$ cat config.mk
export PLATFORM = sky130hd
export DESIGN_NAME = mole_hit_detector_flat
export DESIGN_NICKNAME = d
export VERILOG_FILES = /design/src/rtl/mole_hit_detector_if.sv /design/src/rtl/mole_hit_detector.sv /design/src/flat_wrapper.sv
export SDC_FILE = /design/constraint.sdc
export NUM_CORES = 1
export LEC_CHECK = 0
export CAP_MARGIN = 20
export CORE_UTILIZATION = 40
export DETAILED_ROUTE_END_ITERATION = 12
export GPL_TIMING_DRIVEN = 0
export SETUP_SLACK_MARGIN = 0.5
export SYNTH_ARGS = -nofsm -noshare
export SYNTH_HDL_FRONTEND = slang
export SYNTH_SLANG_ARGS = --single-unit
$ cat constraint.sdc
create_clock -name clock -period 2.2 [get_ports clock]
set_clock_uncertainty 0.1 [all_clocks]
set_input_delay 0.22 -clock clock [delete_from_list [all_inputs] [get_ports clock]]
set_output_delay 0.22 -clock clock [all_outputs]
set_load 0.02 [all_outputs]
$ cat src/rtl/mole_hit_detector_if.sv
// ---------------------------------------------------------------------------
// mole_hit_detector_if
//   Bundles the game-side signals of the mole hit detector.
//   master : the driver side (mole generator / button pad / testbench)
//            drives game_active, btn_raw and mole_active and observes results.
//   slave  : the detector itself.
// Signals
//   game_active  1 = presses are scored
//   btn_raw      raw asynchronous push-buttons, 1 = pressed
//   mole_active  currently lit moles (synchronous to the detector clock)
//   hit_inc      1-cycle pulse per scored hit (score counter increment)
//   miss_pulse   1-cycle pulse when a press matches no lit mole
//   hit_index    index of the last scored hit, held until the next hit
//   mole_clear   1-cycle mask of moles hit by this event
//   busy         1 while presses are locked out
// ---------------------------------------------------------------------------
interface mole_hit_detector_if #(
  parameter int NUM_MOLES = 8
);
  logic                 game_active;
  logic [NUM_MOLES-1:0] btn_raw;
  logic [NUM_MOLES-1:0] mole_active;
  logic                 hit_inc;
  logic                 miss_pulse;
  logic [3:0]           hit_index;
  logic [NUM_MOLES-1:0] mole_clear;
  logic                 busy;

  modport master (
    output game_active, btn_raw, mole_active,
    input  hit_inc, miss_pulse, hit_index, mole_clear, busy
  );

  modport slave (
    input  game_active, btn_raw, mole_active,
    output hit_inc, miss_pulse, hit_index, mole_clear, busy
  );
endinterface

$ cat src/rtl/mole_hit_detector.sv
// ---------------------------------------------------------------------------
// mole_hit_detector
//   Conditions the player's raw buttons (2-flop synchronizer, per-button
//   debounce, rising-edge detect), matches each new press against the lit
//   moles and produces registered, mutually exclusive hit/miss pulses for the
//   score counter, plus hit position, clear mask and a lockout busy flag.
// Ports
//   clock  system clock, all state on posedge
//   reset  asynchronous, active-low
//   bus    mole_hit_detector_if.slave (game_active, btn_raw, mole_active in;
//          hit_inc, miss_pulse, hit_index, mole_clear, busy out)
// ---------------------------------------------------------------------------
module mole_hit_detector #(
  parameter int NUM_MOLES       = 8,
  parameter int DEBOUNCE_CYCLES = 16,
  parameter int LOCKOUT_CYCLES  = 8
) (
  input  logic                  clock,
  input  logic                  reset,
  mole_hit_detector_if.slave    bus
);

  localparam int CW = (DEBOUNCE_CYCLES > 1) ? $clog2(DEBOUNCE_CYCLES) : 1;
  localparam int LW = (LOCKOUT_CYCLES > 1) ? $clog2(LOCKOUT_CYCLES) : 1;

  typedef enum logic [1:0] {
    IDLE    = 2'd0,
    ARMED   = 2'd1,
    LOCKOUT = 2'd2
  } state_t;

  // ---------------- input conditioning ----------------
  logic [NUM_MOLES-1:0] sync1_q, sync2_q;
  logic [NUM_MOLES-1:0] deb_q, deb_d;
  logic [NUM_MOLES-1:0] deb_prev_q;
  logic [NUM_MOLES-1:0] press;
  logic [NUM_MOLES-1:0] match;
  logic [3:0]           match_idx;

  always_ff @(posedge clock or negedge reset) begin
    if (!reset) begin
      sync1_q    <= '0;
      sync2_q    <= '0;
      deb_q      <= '0;
      deb_prev_q <= '0;
    end else begin
      sync1_q    <= bus.btn_raw;
      sync2_q    <= sync1_q;
      deb_q      <= deb_d;
      deb_prev_q <= deb_q;
    end
  end

  // Per-button debounce: a level is accepted only after DEBOUNCE_CYCLES
  // consecutive cycles of disagreement with the current debounced value.
  for (genvar gi = 0; gi < NUM_MOLES; gi++) begin : g_deb
    logic [CW-1:0] cnt_q, cnt_d;
    logic          deb_bit_d;

    always_comb begin
      cnt_d     = '0;
      deb_bit_d = deb_q[gi];
      if (sync2_q[gi] != deb_q[gi]) begin
        if (cnt_q == CW'(DEBOUNCE_CYCLES - 1)) begin
          deb_bit_d = sync2_q[gi];
        end else begin
          cnt_d = cnt_q + CW'(1);
        end
      end
    end

    always_ff @(posedge clock or negedge reset) begin
      if (!reset) cnt_q <= '0;
      else        cnt_q <= cnt_d;
    end

    assign deb_d[gi] = deb_bit_d;
  end

  // One-cycle pulse per accepted press; releases are ignored.
  assign press = deb_q & ~deb_prev_q;
  assign match = press & bus.mole_active;

  // Lowest set bit of match wins the reported index.
  always_comb begin
    match_idx = 4'd0;
    for (int i = NUM_MOLES - 1; i >= 0; i--) begin
      if (match[i]) match_idx = 4'(i);
    end
  end

  // ---------------- scoring FSM ----------------
  state_t               state_q;
  logic [LW-1:0]        lock_cnt_q;
  logic                 hit_inc_q;
  logic                 miss_pulse_q;
  logic [3:0]           hit_index_q;
  logic [NUM_MOLES-1:0] mole_clear_q;
  logic                 busy_q;

  always_ff @(posedge clock or negedge reset) begin
    if (!reset) begin
      state_q      <= IDLE;
      lock_cnt_q   <= '0;
      hit_inc_q    <= 1'b0;
      miss_pulse_q <= 1'b0;
      hit_index_q  <= 4'd0;
      mole_clear_q <= '0;
      busy_q       <= 1'b0;
    end else begin
      hit_inc_q    <= 1'b0;
      miss_pulse_q <= 1'b0;
      mole_clear_q <= '0;
      case (state_q)
        IDLE: begin
          busy_q <= 1'b0;
          if (bus.game_active) state_q <= ARMED;
        end
        ARMED: begin
          // Leaving the game takes priority over a press in the same cycle.
          if (!bus.game_active) begin
            state_q <= IDLE;
          end else if (|press) begin
            if (|match) begin
              hit_inc_q    <= 1'b1;
              mole_clear_q <= match;
              hit_index_q  <= match_idx;
            end else begin
              miss_pulse_q <= 1'b1;
            end
            state_q    <= LOCKOUT;
            lock_cnt_q <= '0;
            busy_q     <= 1'b1;
          end
        end
        LOCKOUT: begin
          if (!bus.game_active) begin
            state_q <= IDLE;
            busy_q  <= 1'b0;
          end else if (lock_cnt_q == LW'(LOCKOUT_CYCLES - 1)) begin
            state_q <= ARMED;
            busy_q  <= 1'b0;
          end else begin
            lock_cnt_q <= lock_cnt_q + LW'(1);
          end
        end
        default: begin
          state_q <= IDLE;
          busy_q  <= 1'b0;
        end
      endcase
    end
  end

  assign bus.hit_inc    = hit_inc_q;
  assign bus.miss_pulse = miss_pulse_q;
  assign bus.hit_index  = hit_index_q;
  assign bus.mole_clear = mole_clear_q;
  assign bus.busy       = busy_q;

endmodule

$ cat src/flat_wrapper.sv
// flat-port wrapper written by rule: the top's interface ports become plain ports
module mole_hit_detector_flat 
#(
  parameter int NUM_MOLES       = 8,
  parameter int DEBOUNCE_CYCLES = 16,
  parameter int LOCKOUT_CYCLES  = 8
)
  (clock, reset, bus_game_active, bus_btn_raw, bus_mole_active, bus_hit_inc, bus_miss_pulse, bus_hit_index, bus_mole_clear, bus_busy);
  mole_hit_detector_if #(.NUM_MOLES(NUM_MOLES)) bus_i ();
  input  logic clock;
  input  logic reset;
  input wire logic [$bits(bus_i.game_active)-1:0] bus_game_active;
  input wire logic [$bits(bus_i.btn_raw)-1:0] bus_btn_raw;
  input wire logic [$bits(bus_i.mole_active)-1:0] bus_mole_active;
  output wire logic [$bits(bus_i.hit_inc)-1:0] bus_hit_inc;
  output wire logic [$bits(bus_i.miss_pulse)-1:0] bus_miss_pulse;
  output wire logic [$bits(bus_i.hit_index)-1:0] bus_hit_index;
  output wire logic [$bits(bus_i.mole_clear)-1:0] bus_mole_clear;
  output wire logic [$bits(bus_i.busy)-1:0] bus_busy;
  assign bus_i.game_active = bus_game_active;
  assign bus_i.btn_raw = bus_btn_raw;
  assign bus_i.mole_active = bus_mole_active;
  assign bus_hit_inc = bus_i.hit_inc;
  assign bus_miss_pulse = bus_i.miss_pulse;
  assign bus_hit_index = bus_i.hit_index;
  assign bus_mole_clear = bus_i.mole_clear;
  assign bus_busy = bus_i.busy;
  mole_hit_detector #(.NUM_MOLES(NUM_MOLES), .DEBOUNCE_CYCLES(DEBOUNCE_CYCLES), .LOCKOUT_CYCLES(LOCKOUT_CYCLES)) u_core (.clock(clock), .reset(reset), .bus(bus_i));
endmodule
==> results.py <==
metrics = {
    "status": {
        "outcome": "completed",
    },
    "placed_design": {
        "io_buffers": 32,
        "gp_congestion": 0.712,
        "dp_cells": 388,
        "dpl_cell_area_um2": 3770,
        "place_hpwl_um": 3620,
        "dp_slack_ns": 0.251,
    },
    "yosys": {
        "yosys-top-cells-area": "dfrtp_1 (63%), xnor2_1 (4.3%), ha_1 (3.8%), mux2_2 (3.1%), a21oi_1 (3.0%)",
        "yosysWarnings": 0,
        "synth_seq_area_share_pct": 63.1,
        "synth_edf_count": 0,
        "synth_common_cells": "dfrtp_1 (83), a21oi_1 (20), nor2_1 (18), xnor2_1 (16), inv_1 (11)",
        "yosysMostFrequentCell": "dfrtp_1",
        "syn_nets": 282,
        "ys_types": 34,
        "synth-seq-cells": 83,
        "yosys.area.top_type": "dfrtp_1",
        "async_flop_share_pct": 100,
        "netlist_area_um2": 3290,
        "synthCells": 253,
        "syn_area_per_cell_um2": 13.0,
        "netlist.area_leader.share_pct": 63.1,
        "dominantRegCellSynth": "dfrtp_1",
    },
    "clock_network": {
        "clkTransAtPathRegs_ns": 0.08,
        "ctsHtreeMaxLevel": 3,
        "cts.sinks": 83,
        "clock_latency_ns": 0.34,
        "cts_tree": "built",
        "clockRootBuffer": "clkbuf_8",
        "cts-buffers-inserted": 9,
        "ctsLongestPathBuffers": 2,
    },
    "die": {
        "initial_core_util_pct": 41.9,
        "rows": 32,
        "ios": 34,
        "dieArea_um2": 8590,
        "coreArea_um2": 7850,
        "die_h_um": 92.7,
        "die_w_um": 92.7,
    },
    "drt": {
        "dr.pass1.iters": 4,
        "post-route-drc-count": 0,
        "drtAntennaViolNets": 0,
        "wirelength_um": 5270,
        "first_iter_violations": 85,
        "vias": 1992,
        "viasPerCell": 4.81,
        "wl_per_cell_um": 12.7,
    },
    "sta": {
        "setup-violations-final": 0,
        "min_period_ns": 1.71,
        "hold_violations": 0,
        "hold_ws_ns": 0.176,
        "slew_viol_final": 0,
        "finalCritPeriodShare_pct": 77.5,
        "setup_ws_ns": 0.494,
        "fmax_ghz": 0.586,
        "rsz0062_at_grt": "yes",
    },
    "final_layout": {
        "syn_to_final_growth_pct": 22.6,
        "drive_gt1_share_pct": 15.4,
        "final_nets": 336,
        "postLayoutCellArea_um2": 4030,
        "fillers": 712,
        "layout.cells.non_filler": 414,
        "n_antenna_cell": 0,
    },
    "critical_path": {
        "path_max_fanout": 4,
        "r2r_cells": 6,
        "worstPathArrival_ns": 1.84,
        "cp-end-kind": "flop",
        "crit_type": "reg2reg",
        "crit_required_ns": 2.33,
        "crit_path_start_kind": "flop",
    },
    "power": {
        "ir_worst_vdd_uv": 432,
        "p_leak_uw": 0.00180,
        "finalPower_uw": 2790,
        "power_density_nw_per_um2": 692,
    },
    "global_routing": {
        "grt_pass1_vias": 2022,
        "gr-usage-all-layers_pct": 14.0,
        "grt_pass1_wl_um": 9200,
        "grt_max_degree": 70,
        "grt-ovfl-total": 0,
        "antenna_found_initial": 0,
    },
    "run": {
        "cap_violations": 0,
    },
    "worst_hold_path": {
        "hold_path_class": "in2async",
    },
}
-- flip-flops by register name, summed over array words and instances, names as in the netlist --
| name | cells |
|---|---|
| u_core.bus.busy | 1 |
| u_core.bus.hit_inc | 1 |
| u_core.bus.hit_index | 3 |
| u_core.bus.miss_pulse | 1 |
| u_core.bus.mole_clear | 8 |
| u_core.deb_prev_q | 8 |
| u_core.deb_q | 8 |
| u_core.g_deb.cnt_q | 32 |
| u_core.lock_cnt_q | 3 |
| u_core.state_q | 2 |
| u_core.sync1_q | 8 |
| u_core.sync2_q | 8 |
-- final cells by class --
cell class                      count  area [um^2]  area share (%)
Sequential cell                    83         2080            51.5
Timing Repair Buffer               43          425            10.5
Clock inverter                      4         27.5           0.683
Tap cell                          102          128            3.16
Inverter                           11         41.3            1.02
Buffer                              2         15.0           0.372
Multi-Input combinational cell    157         1180            29.3
Clock buffer                       12          135            3.35
-- per-stage QoR --
step	util [%]	setup TNS, ns
after floorplan	-	0
after global placement	47.7	-182.94
after detailed placement	48.0	0
after CTS	51.0	0
after global routing	51.4	0
final	51.4	0
-- where the power goes --
group | switching (uW) | total, uW | internal (uW) | leakage (uW)
combinational | 98.7 | 232 | 134 | 0.000627
clock | 509 | 918 | 409 | 0.0000726
sequential | 50.8 | 1640 | 1590 | 0.00110
total | 658 | 2790 | 2130 | 0.00180
-- worst max-delay path: stages, from the launching register on --
cell and delay [ns]:
dfrtp_1 0.39, ha_2 0.20, ha_4 0.16, nor3b_2 0.16, o21ai_1 0.07, or2_1 0.25
mux2_4 0.27
-- final timing paths --
path | end | slack, ns | startpoint
setup / recovery | u_core.lock_cnt_q[0] | 0.49 | u_core.lock_cnt_q[0]
hold / removal | u_core.bus.mole_clear[6] | 0.18 | reset
setup reg to reg | u_core.lock_cnt_q[0] | 0.49 | u_core.lock_cnt_q[0]
hold reg to reg | u_core.sync2_q[6] | 0.25 | u_core.sync1_q[6]
max in group asynchronous | u_core.g_deb[1].cnt_q[0] | 1.23 | reset
min in group clock | u_core.sync1_q[1] | 0.20 | bus_btn_raw[1]
-- kinds of logic after synthesis --
| group | Yosys count | synth area share (%) |
|---|---|---|
| DFF | 83 | 63.1 |
| and+or+nand+nor | 79 | 14.9 |
| AOI/OAI and AO/OA | 41 | 8.52 |
| xor gates and xnor gates | 16 | 4.26 |
| buffers and inverters | 13 | 1.71 |
| adders and majority gates | 10 | 3.80 |
| muxes | 10 | 3.54 |
| other | 1 | 0.114 |
-- routing by layer --
layer	wire, um	up-vias	track usage [%]
met5	0	-	0
met3	217	9	4.02
li1	-	989	-
met1	2400	961	18.2
met2	2560	33	22.0
met4	93	0	6.15
-- cell usage in the layout (no fill, tap or decap), types with 2 or more instances in the layout --
cell	netlist	final
and2_1	2	2
clkinvlp_4	0	3
nand3b_1	8	8
nor3b_1	9	8
buf_4	2	12
mux2_4	1	2
nor2b_4	2	2
dfrtp_1	83	82
and2b_1	3	3
clkbuf_8	0	9
o21ai_0	10	9
inv_1	11	11
nor2_1	18	18
nand3_1	9	9
a2111oi_4	2	2
clkdlybuf4s50_1	0	30
a22o_1	2	2
nand4_1	2	2
o22a_1	2	2
ha_1	10	8
nor2b_1	9	8
nand4b_1	8	8
a21oi_1	20	20
mux2_2	9	8
xnor2_1	16	16
nand2_1	4	4
clkbuf_1	0	3
-- repair_timing --
action                                 in CTS  in global routing
endpoints found under the hold margin      83                  0
gates resized for setup                     5                  3
hold buffers                                1                  0
buffers inserted                            7                  2
pin swaps                                   6                  4
setup endpoints to repair                   3                  5
Power figures use the tool's default switching activity.
